### config.mk
export PLATFORM = sky130hd
export DESIGN_NAME = change_dispenser
export DESIGN_NICKNAME = d
export VERILOG_FILES = /design/src/rtl/change_dispenser.sv
export SDC_FILE = /design/constraint.sdc
export NUM_CORES = 1
export LEC_CHECK = 0
export CAP_MARGIN = 0
export CORE_ASPECT_RATIO = 0.8
export CORE_MARGIN = 4
export CORE_UTILIZATION = 30
export CTS_BUF_LIST = sky130_fd_sc_hd__clkbuf_4
export DETAILED_ROUTE_END_ITERATION = 8
export MAX_ROUTING_LAYER = met4
export PLACE_DENSITY = 0.59
export SLEW_MARGIN = 20
export SYNTH_ARGS = -nofsm -noshare
export SYNTH_HDL_FRONTEND = slang
export SYNTH_SLANG_ARGS = --single-unit
### constraint.sdc
create_clock -name clock -period 7.6 [get_ports clock]
set_clock_uncertainty 0.05 [all_clocks]
set_input_delay 1.14 -clock clock [delete_from_list [all_inputs] [get_ports clock]]
set_output_delay 1.14 -clock clock [all_outputs]
set_load 0.05 [all_outputs]
### src/rtl/change_dispenser.sv
// Change dispenser: pays a latched amount out as single-coin eject pulses from
// three coin tubes, greedy largest-first, limited by what each tube still holds.
module change_dispenser #(
    parameter int DEN_A  = 10,
    parameter int DEN_B  = 5,
    parameter int DEN_C  = 1,
    parameter int INIT_A = 20,
    parameter int INIT_B = 20,
    parameter int INIT_C = 50,
    parameter int GAP    = 2
) (
    input  logic        clock,
    input  logic        clear,
    input  logic        start,
    input  logic [31:0] amount,
    input  logic        refill,
    output logic        busy,
    output logic        eject_a,
    output logic        eject_b,
    output logic        eject_c,
    output logic [31:0] remaining,
    output logic        done,
    output logic [31:0] shortfall,
    output logic [15:0] cnt_a,
    output logic [15:0] cnt_b,
    output logic [15:0] cnt_c,
    output logic [2:0]  fsm_state
);

    typedef enum logic [2:0] {
        IDLE   = 3'd0,
        SELECT = 3'd1,
        EJECT  = 3'd2,
        WAIT   = 3'd3,
        FINISH = 3'd4
    } state_t;

    localparam logic [31:0] VAL_A  = 32'(DEN_A);
    localparam logic [31:0] VAL_B  = 32'(DEN_B);
    localparam logic [31:0] VAL_C  = 32'(DEN_C);
    localparam logic [15:0] FULL_A = 16'(INIT_A);
    localparam logic [15:0] FULL_B = 16'(INIT_B);
    localparam logic [15:0] FULL_C = 16'(INIT_C);
    localparam logic [15:0] GAP_M1 = (GAP > 0) ? 16'(GAP - 1) : 16'd0;

    localparam logic [1:0] SEL_A = 2'd0;
    localparam logic [1:0] SEL_B = 2'd1;
    localparam logic [1:0] SEL_C = 2'd2;

    state_t      state;
    logic [1:0]  sel;
    logic [15:0] gap_cnt;
    logic        can_a;
    logic        can_b;
    logic        can_c;

    // A tube qualifies only if it can pay without overshooting and is not empty.
    assign can_a = (remaining >= VAL_A) && (cnt_a != 16'd0);
    assign can_b = (remaining >= VAL_B) && (cnt_b != 16'd0);
    assign can_c = (remaining >= VAL_C) && (cnt_c != 16'd0);

    assign fsm_state = state;

    // Request handshake: start is a one-cycle strobe accepted only while idle
    // (busy low); while busy, start and refill are ignored and never queued.
    always_ff @(posedge clock) begin
        if (clear) begin
            state     <= IDLE;
            sel       <= SEL_A;
            gap_cnt   <= 16'd0;
            busy      <= 1'b0;
            eject_a   <= 1'b0;
            eject_b   <= 1'b0;
            eject_c   <= 1'b0;
            done      <= 1'b0;
            remaining <= 32'd0;
            shortfall <= 32'd0;
            cnt_a     <= FULL_A;
            cnt_b     <= FULL_B;
            cnt_c     <= FULL_C;
        end else begin
            case (state)
                IDLE: begin
                    if (start) begin
                        remaining <= amount;
                        shortfall <= 32'd0;
                        busy      <= 1'b1;
                        state     <= SELECT;
                    end else if (refill) begin
                        cnt_a <= FULL_A;
                        cnt_b <= FULL_B;
                        cnt_c <= FULL_C;
                    end
                end

                SELECT: begin
                    if (remaining != 32'd0 && can_a) begin
                        sel     <= SEL_A;
                        eject_a <= 1'b1;
                        state   <= EJECT;
                    end else if (remaining != 32'd0 && can_b) begin
                        sel     <= SEL_B;
                        eject_b <= 1'b1;
                        state   <= EJECT;
                    end else if (remaining != 32'd0 && can_c) begin
                        sel     <= SEL_C;
                        eject_c <= 1'b1;
                        state   <= EJECT;
                    end else begin
                        done      <= 1'b1;
                        shortfall <= remaining;
                        state     <= FINISH;
                    end
                end

                EJECT: begin
                    eject_a <= 1'b0;
                    eject_b <= 1'b0;
                    eject_c <= 1'b0;
                    case (sel)
                        SEL_A: begin
                            cnt_a     <= cnt_a - 16'd1;
                            remaining <= remaining - VAL_A;
                        end
                        SEL_B: begin
                            cnt_b     <= cnt_b - 16'd1;
                            remaining <= remaining - VAL_B;
                        end
                        default: begin
                            cnt_c     <= cnt_c - 16'd1;
                            remaining <= remaining - VAL_C;
                        end
                    endcase
                    if (GAP > 0) begin
                        gap_cnt <= GAP_M1;
                        state   <= WAIT;
                    end else begin
                        state <= SELECT;
                    end
                end

                WAIT: begin
                    if (gap_cnt == 16'd0) begin
                        state <= SELECT;
                    end else begin
                        gap_cnt <= gap_cnt - 16'd1;
                    end
                end

                FINISH: begin
                    done  <= 1'b0;
                    busy  <= 1'b0;
                    state <= IDLE;
                end

                default: begin
                    state <= IDLE;
                end
            endcase
        end
    end

endmodule
==> flow_summary_export.csv, run 1 <==
group,metric,value,unit
status,status,"completed",
floorplan,die-area,28180,um2
critical_path,reg2reg_slack,3.92,ns
run,timing.max_cap.violations,0,
power,power-per-cell-area,217.2,nW/um2
logic_synthesis,synthFlopType,"dfxtp_1",
placed_design,place_area,9388,um2
floorplan,std_cell_rows,52,
logic_synthesis,synthesis.area,7664,um2
route,drtPass1Iterations,8,
grt,grt_usage,17.67,%
logic_synthesis,yosysSeqAreaShare,36.05,%
logic_synthesis,synth_area_leaders,"dfxtp_1 (36%), nor2_1 (5.9%), nand2_1 (5.1%)",
floorplan,die_w,186.7,um
critical_path,rr_endpoint,"shortfall[1]",
timing,fin_setup_tns,0,ns
floorplan,initial_utilization,30.36,%
logic_synthesis,yosys.area.top_type,"dfxtp_1",
final_layout,area_growth,26.58,%
timing,rsz0062_at_grt,"no",
timing,min_period_over_period,48.43,%
critical_path,startpoint_type,"flop",
logic_synthesis,synthTopCellsByCount,"dfxtp_1 (138), nor2_1 (120), nand2_1 (105)",
logic_synthesis,synth.most_common_cell,"dfxtp_1",
timing,setup_viol,0,
floorplan,core,25240,um2
timing,hold_violations,0,
placed_design,place_inst,1379,
route,wl_per_cell,17.71,um
critical_path,path_class,"flop to flop",
cts,post_cts_buffers,0,
route,ant_nets,0,
cts,insertion_delay,0.57,ns
logic_synthesis,syn_nets,1010,
route,drc,0,
grt,grt_max_degree,65,
critical_path,critPathArrivalTime,4.03,ns
timing,fin_ws,3.920,ns
grt,grt_pass1_wl,39000,um
logic_synthesis,synth.top_cell.area_share,36.05,%
final_layout,drive_gt1_share,6.992,%
route,viasPerCell,5.295,
final_layout,stdcell_count,1412,
logic_synthesis,netlist_instances,963,
grt,grt_overflow_total,0,
placed_design,gp_congestion,0.8655,
placed_design,portBuffers,155,
critical_path,worstSetupEndpointType,"flop",
floorplan,die_h,151.0,um
min_path,min_path_type,"flop to flop",
final_layout,fillers,2561,
route,drt_iter0_drc,703,
cts,hold_buffers,0,
logic_synthesis,yosys_warnings,0,
logic_synthesis,synth_cell_types,78,
cts,cts_resized,0,
cts,clock_path_buffers,2,
timing,fmax,0.2717,GHz
logic_synthesis,ys_ff_latch,138,
cts,clk_pin_slew,0.15,ns
logic_synthesis,ys_async_sr_fraction,0,%
power,peakVddDrop,0.08603,mV
timing,max_slew.worst_pin.slew,1.020,ns
final_layout,fin_area,9701,um2
logic_synthesis,syn-mean-instance-area,7.958,um2
timing,max_slew_margin,31.67,%
route,vias,7477,
min_path,min_path_cells,2,
power,leakagePower,0.003229,uW
critical_path,rr_startpoint,"remaining[13]",
min_path,whs_endpoint,"eject_b",
cts,cts_buffers,17,
cts,cts_tree,"done",
grt,antenna_found_initial,1,
critical_path,critical_path.max_fanout,33,
timing,slew_viol_final,0,
cts,htreeDepth,4,
critical_path,cp_data_required_time,7.95,ns
placed_design,place_hpwl,17620,um
final_layout,finish.net_count,1121,
min_path,min-delay-start,"eject_b",
route,wl,25000,um
grt,first_global_vias,6829,
logic_synthesis,synth-edff-count,0,
placed_design,dp_slack,3.829,ns
cts,cts_sinks,138,
floorplan,io_pins,156,
cts,cts_root_buf,"clkbuf_4",
timing,min_period,3.680,ns
critical_path,ff2ff_path_depth,7,
## kinds of logic (layout without fill, tap and decap cells)
logic type	count (synthesis)	in the layout	synth area share [%]
other	0	1	0
xor gates and xnor gates	72	72	8.229
buffers and inverters	113	237	5.943
muxes	6	6	0.8163
AOI/OAI and AO/OA	208	208	19.18
and+or+nand+nor	415	415	27.98
DFF	138	138	36.05
adders and majority gates	11	11	1.796
## through the flow
step                      total power [uW]  hold slack (ns)  utilization (%)
after floorplan                       1365           0.4102                -
final                                 2107           0.4135            38.43
after global placement                1563           0.3863            37.19
after global routing                  2221           0.4475            38.43
after detailed placement              1568           0.3973            37.19
after CTS                             2111           0.4171            38.42
## how the worst max path moves through the flow
stage / from / to / slack [ns] / cells past startpoint
CTS: cnt_a[8] / shortfall[1] / 3.90 / 7
finish: remaining[13] / shortfall[1] / 3.92 / 7
detailed placement: start / cnt_b[9] / 3.83 / 8
global route: cnt_a[8] / shortfall[1] / 3.55 / 7
floorplan: remaining[1] / remaining[21] / 4.62 / 9
global placement: start / cnt_b[9] / 3.89 / 8
## cell usage in the layout, fill, tap and decap left out, types with 11 or more instances in the layout
master	Yosys	layout
nor2_1	120	118
xor2_1	37	37
o32ai_1	28	28
a311oi_1	11	11
ha_1	11	11
xnor2_1	35	35
dfxtp_1	138	138
nand2_1	105	105
a21oi_1	51	51
or3_1	14	14
inv_1	41	41
clkdlybuf4s50_1	0	154
o21ai_0	28	28
clkbuf_4	0	19
a31oi_1	13	13
nor4_1	25	25
nor3_1	29	29
nand2b_1	16	16
nand3_1	25	25
## routing by layer
layer	vias up	global-route usage (%)	share of wire, %
met3	14	4.101	7.0
met5	-	-	0
met1	3560	25.53	50
met4	0	3.769	0.66
met2	243	25.16	42
li1	3660	-	-
## layout make-up
class                           count  area (um2)  area share, %
Clock buffer                       19       142.6          1.470
Sequential cell                   138        2763          28.48
Timing Repair Buffer              163        1607          16.56
Antenna cell                        1       2.502        0.02580
Multi-Input combinational cell    712        4456          45.93
Tap cell                          324       405.4          4.179
Clock inverter                     13       167.7          1.728
Inverter                           42       157.7          1.625
## registers in the layout, summed over array words and instances, names as in the netlist
register   cells
busy           1
eject_b        1
fsm_state      3
eject_c        1
cnt_b         16
done           1
eject_a        1
remaining     32
cnt_a         16
shortfall     32
gap_cnt       16
cnt_c         16
sel            2
## power by group
group	leakage [uW]	switching, uW	total, uW	internal [uW]
clock network	0.000164	305	544	239
logic	0.00194	458	709	250
registers	0.00112	89.5	855	765
total	0.00323	853	2110	1250
## worst max-delay path, stage by stage (launching register included)
cell      delay [ns]
dfxtp_1         0.47
nor4_4          0.57
nand3_2         0.27
or3_4           0.46
a22oi_4         0.24
o211ai_4        0.37
a21boi_4        0.85
o32ai_1         0.20
Note: power is estimated with default switching activity, not from simulation.
==> inputs of run 2 (changes only) <==
Clock period 7.6 ns to 3.8 ns, I/O delays scaled along.
==> flow_summary_export.csv, run 2 (synthesis gave the netlist of run 1 again) <==
group,metric,value,unit
timing,max_slew.worst_pin.slew,0.8486,ns
min_path,whs_endpoint,"cnt_b[1]",
critical_path,path_class,"flop to flop",
route,wl,25520,um
power,peakVddDrop,0.1844,mV
critical_path,ff2ff_path_depth,5,
route,ant_nets,0,
final_layout,final_cell_mix,"clkdlybuf4s50_1 (154), dfxtp_1 (138), nor2_1 (118), nand2_1 (105), a21oi_1 (51)",
route,drt_iter0_drc,783,
placed_design,place_hpwl,18250,um
grt,grt_usage,18.46,%
floorplan,die-area,28180,um2
critical_path,rr_startpoint,"sel[1]",
critical_path,critPathArrivalTime,3.45,ns
critical_path,reg2reg_slack,0.75,ns
route,viasPerCell,5.292,
final_layout,drive_gt1_share,8.145,%
grt,grt_max_degree,43,
critical_path,rr_endpoint,"remaining[24]",
final_layout,multi_input_area,4456,um2
min_path,min-delay-start,"clear",
timing,fin_setup_tns,0,ns
timing,rsz0062_at_grt,"no",
critical_path,cp_data_required_time,4.20,ns
cts,cts_tree,"done",
min_path,min_path_type,"input pin to flop",
cts,cts_sinks,138,
cts,clock_path_buffers,2,
timing,slew_viol_final,0,
route,drc,0,
grt,grt_pass1_wl,40460,um
power,leakagePower,0.003334,uW
floorplan,std_cell_rows,52,
placed_design,portBuffers,155,
timing,min_period_over_period,80.17,%
status,status,"completed",
timing,fmax,0.3282,GHz
critical_path,cp-startpoint,"sel[1]",
cts,clk_pin_slew,0.13,ns
final_layout,mostFrequentLayoutCell,"clkdlybuf4s50_1",
timing,min_period,3.047,ns
grt,grt_overflow_total,0,
final_layout,seqCellArea,2763,um2
timing,hold_violations,0,
run,timing.max_cap.violations,0,
cts,insertion_delay,0.56,ns
floorplan,io_pins,156,
final_layout,fillers,2582,
cts,cts_resized,0,
placed_design,gp_congestion,0.8980,
cts,htreeDepth,4,
grt,first_global_vias,7101,
final_layout,finish.net_count,1139,
route,wl_per_cell,17.84,um
timing,max_slew_margin,43.35,%
cts,cts_root_buf,"clkbuf_4",
final_layout,reg.largest.list,"remaining x32, shortfall x32",
timing,whs,0.3476,ns
critical_path,worstSetupEndpointType,"flop",
power,power-per-cell-area,439.4,nW/um2
min_path,min_path_cells,2,
critical_path,critical_path.max_fanout,20,
cts,hold_buffers,0,
grt,antenna_found_initial,1,
cts,cts_buffers,17,
critical_path,startpoint_type,"flop",
final_layout,area_growth,28.69,%
floorplan,initial_utilization,30.36,%
cts,post_cts_buffers,0,
route,vias,7568,
timing,setup_viol,0,
final_layout,fin_util,39.07,%
floorplan,core,25240,um2
floorplan,die_w,186.7,um
floorplan,die_h,151.0,um
route,drtPass1Iterations,5,
==> run 2: cell types whose count changed in the layout (fill, tap and decap cells not counted), sizes merged <==
cell | before | now
bufinv | 3 | 5
clkbuf | 19 | 18
buf | 9 | 27
inv | 44 | 42
clkinv | 6 | 9
clkinvlp | 2 | 0
==> run 2: worst max path at each step <==
stage / to / slack (ns) / cells past startpoint
after floorplan: remaining[21] / 0.82 / 9
after global placement: cnt_c[8] / 0.67 / 7
after detailed placement: cnt_b[9] / 0.62 / 8
after CTS: shortfall[1] / 0.76 / 8
after global routing: cnt_c[8] / 0.49 / 6
final: remaining[24] / 0.75 / 5
==> run 2: final cells by class <==
cell class              instances  share of cell area (%)
diodes                          1                 0.02537
multi-input cells             712                   45.18
clock buffers                  18                   1.370
inverters                      42                   1.599
repair buffers                181                   17.66
flip-flops and latches        138                   28.01
clock inverters                14                   2.043
well taps                     324                   4.111
==> run 2: routing by layer <==
layer	global-route usage (%)	part of all wire, %	wire [um]
met2	25.66	42	10720
met3	4.770	7.8	2003
met4	5.100	1.4	365
met1	26.42	49	12430
met5	-	0	0
==> run 2: per-stage QoR <==
step,power (uW),std cells,setup WS [ns],instance area (um2)
3_5_place_dp,3175,1397,0.6176,9523
5_1_grt,4583,1430,0.4914,9862
4_1_cts,4354,1429,0.7640,9859
2_1_floorplan,2731,963,0.8177,7664
6_report,4334,1430,0.7535,9862
3_3_place_gp,3167,1397,0.6728,9523
==> run 2: where the power goes <==
group / switching [uW] / internal (uW)
logic: 946 / 532
clock network: 576 / 589
registers: 161 / 1530
==> run 2: critical path, stage by stage, from the launching register on <==
cell and delay, ns:
dfxtp_1 0.79, clkinv_1 0.72, a21oi_1 0.78, nor3_1 0.23, a211oi_1 0.29, nor4_1 0.07
==> inputs of run 3 (changes only) <==
Clock period 3.8 ns to 3.1 ns, I/O delays scaled along.
==> flow_summary_export.csv, run 3 (synthesis gave the netlist of run 1 again) <==
group,metric,value,unit
grt,antenna_found_initial,1,
timing,hold_violations,0,
final_layout,fin_util,39.94,%
critical_path,rr_startpoint,"remaining[2]",
final_layout,finish.net_count,1170,
final_layout,stdcell_count,1461,
final_layout,mostFrequentLayoutCell,"clkdlybuf4s50_1",
timing,max_slew_margin,54.09,%
grt,grt_pass1_wl,40120,um
critical_path,path_class,"flop to flop",
min_path,min-delay-start,"clear",
floorplan,die_w,186.7,um
cts,cts_buffers,17,
cts,clk_pin_slew,0.15,ns
final_layout,fillers,2563,
status,status,"completed",
critical_path,rr_endpoint,"remaining[31]",
route,vias,7617,
route,drt_iter0_drc,643,
timing,setup_viol,0,
grt,grt_overflow_total,0,
grt,first_global_vias,7038,
placed_design,place_hpwl,19080,um
floorplan,core,25240,um2
critical_path,worstPathCellList,"ha_1, a2111oi_2, nand3_1, a21oi_1, a21oi_1, buf_4, o31ai_1, a21oi_1, a311oi_1",
cts,clock_path_buffers,2,
cts,cts_resized,0,
critical_path,critical_path.max_fanout,11,
final_layout,reg.largest.list,"remaining x32, shortfall x32",
timing,fmax,0.3554,GHz
critical_path,critical_path_depth,9,
placed_design,portBuffers,155,
critical_path,crit_slowest_cell,"a2111oi_2",
floorplan,die_h,151.0,um
power,peakVddDrop,0.2227,mV
critical_path,max_stage_delay,0.48,ns
timing,slew_viol_final,0,
route,viasPerCell,5.214,
timing,rsz0062_at_grt,"no",
timing,min_period,2.814,ns
timing,min_period_over_period,90.77,%
critical_path,reg2reg_slack,0.29,ns
timing,fin_setup_tns,0,ns
grt,grt_usage,18.22,%
cts,cts_tree,"done",
critical_path,crit_family,"compound AO/OA/AOI/OAI gates",
critical_path,cp_data_required_time,3.54,ns
power,power-per-cell-area,523.4,nW/um2
final_layout,drive_gt1_share,11.00,%
critical_path,cpMostUsedCell,"a21oi_1",
critical_path,startpoint_type,"flop",
floorplan,die-area,28180,um2
placed_design,place_inst,1428,
floorplan,io_pins,156,
grt,grt_max_degree,33,
route,wl,25710,um
cts,hold_buffers,0,
cts,cts_sinks,138,
critical_path,critPathBufInv,1,
power,leakagePower,0.003482,uW
placed_design,gp_congestion,0.9152,
critical_path,ff2ff_path_depth,9,
route,ant_nets,0,
final_layout,area_growth,31.58,%
floorplan,initial_utilization,30.36,%
timing,whs,0.3234,ns
route,drc,0,
cts,insertion_delay,0.58,ns
critical_path,critPathArrivalTime,3.25,ns
route,drtPass1Iterations,5,
final_layout,final_cell_mix,"clkdlybuf4s50_1 (154), dfxtp_1 (138), nor2_1 (118), nand2_1 (105), buf_4 (55)",
cts,cts_root_buf,"clkbuf_4",
cts,htreeDepth,4,
floorplan,std_cell_rows,52,
min_path,min_path_cells,2,
run,timing.max_cap.violations,0,
cts,post_cts_buffers,0,
critical_path,worstSetupEndpointType,"flop",
min_path,whs_endpoint,"cnt_a[1]",
timing,max_slew.worst_pin.slew,0.6834,ns
route,wl_per_cell,17.60,um
min_path,min_path_type,"input pin to flop",
==> run 3: cell types whose count changed in the layout (fill, tap and decap cells not counted) <==
cell | previous run | this run
clkinv_2 | 2 | 0
buf_4 | 26 | 55
bufinv_16 | 5 | 1
inv_6 | 1 | 6
clkinv_8 | 0 | 1
buf_12 | 0 | 2
inv_8 | 0 | 5
clkinv_1 | 5 | 1
clkbuf_4 | 18 | 17
==> run 3: cell type report <==
type / instances / area, um2 / share of cell area [%]
sequential: 138 / 2763 / 27.40
clock inverter: 15 / 172.7 / 1.712
multi-input combinational: 712 / 4456 / 44.19
inverter: 42 / 157.7 / 1.563
timing repair buffer: 212 / 1999 / 19.83
clock buffer: 17 / 127.6 / 1.266
antenna: 1 / 2.502 / 0.02482
tap: 324 / 405.4 / 4.020
==> run 3: per-layer routing <==
layer / part of all wire, % / wire (um) / up-vias / GRT usage (%)
li1: - / - / 3736 / -
met1: 51 / 13020 / 3600 / 26.78
met2: 41 / 10490 / 244 / 25.09
met3: 6.8 / 1751 / 37 / 3.917
met4: 1.8 / 450 / 0 / 4.915
met5: 0 / 0 / - / -
==> run 3: power by group <==
| part | switching (uW) | internal, uW |
|---|---|---|
| registers | 150 | 1880 |
| logic | 1230 | 728 |
| clock network | 842 | 449 |
==> run 3: worst max-delay path by stage <==
stage	startpoint	endpoint	slack, ns
floorplan	remaining[1]	remaining[21]	0.12
global placement	start	cnt_c[8]	0.15
detailed placement	refill	cnt_c[8]	0.13
CTS	cnt_a[8]	fsm_state[1]	0.26
global route	cnt_a[8]	shortfall[18]	0.05
finish	remaining[2]	remaining[31]	0.29
==> run 3: stage by stage <==
| step | worst slack (ns) | total power [uW] | area [um2] |
|---|---|---|---|
| after floorplan | 0.1177 | 3348 | 7664 |
| after detailed placement | 0.1293 | 3997 | 9781 |
| after global placement | 0.1478 | 3978 | 9781 |
| after global routing | 0.04813 | 5586 | 10080 |
| after CTS | 0.2614 | 5306 | 10080 |
| final | 0.2861 | 5278 | 10080 |
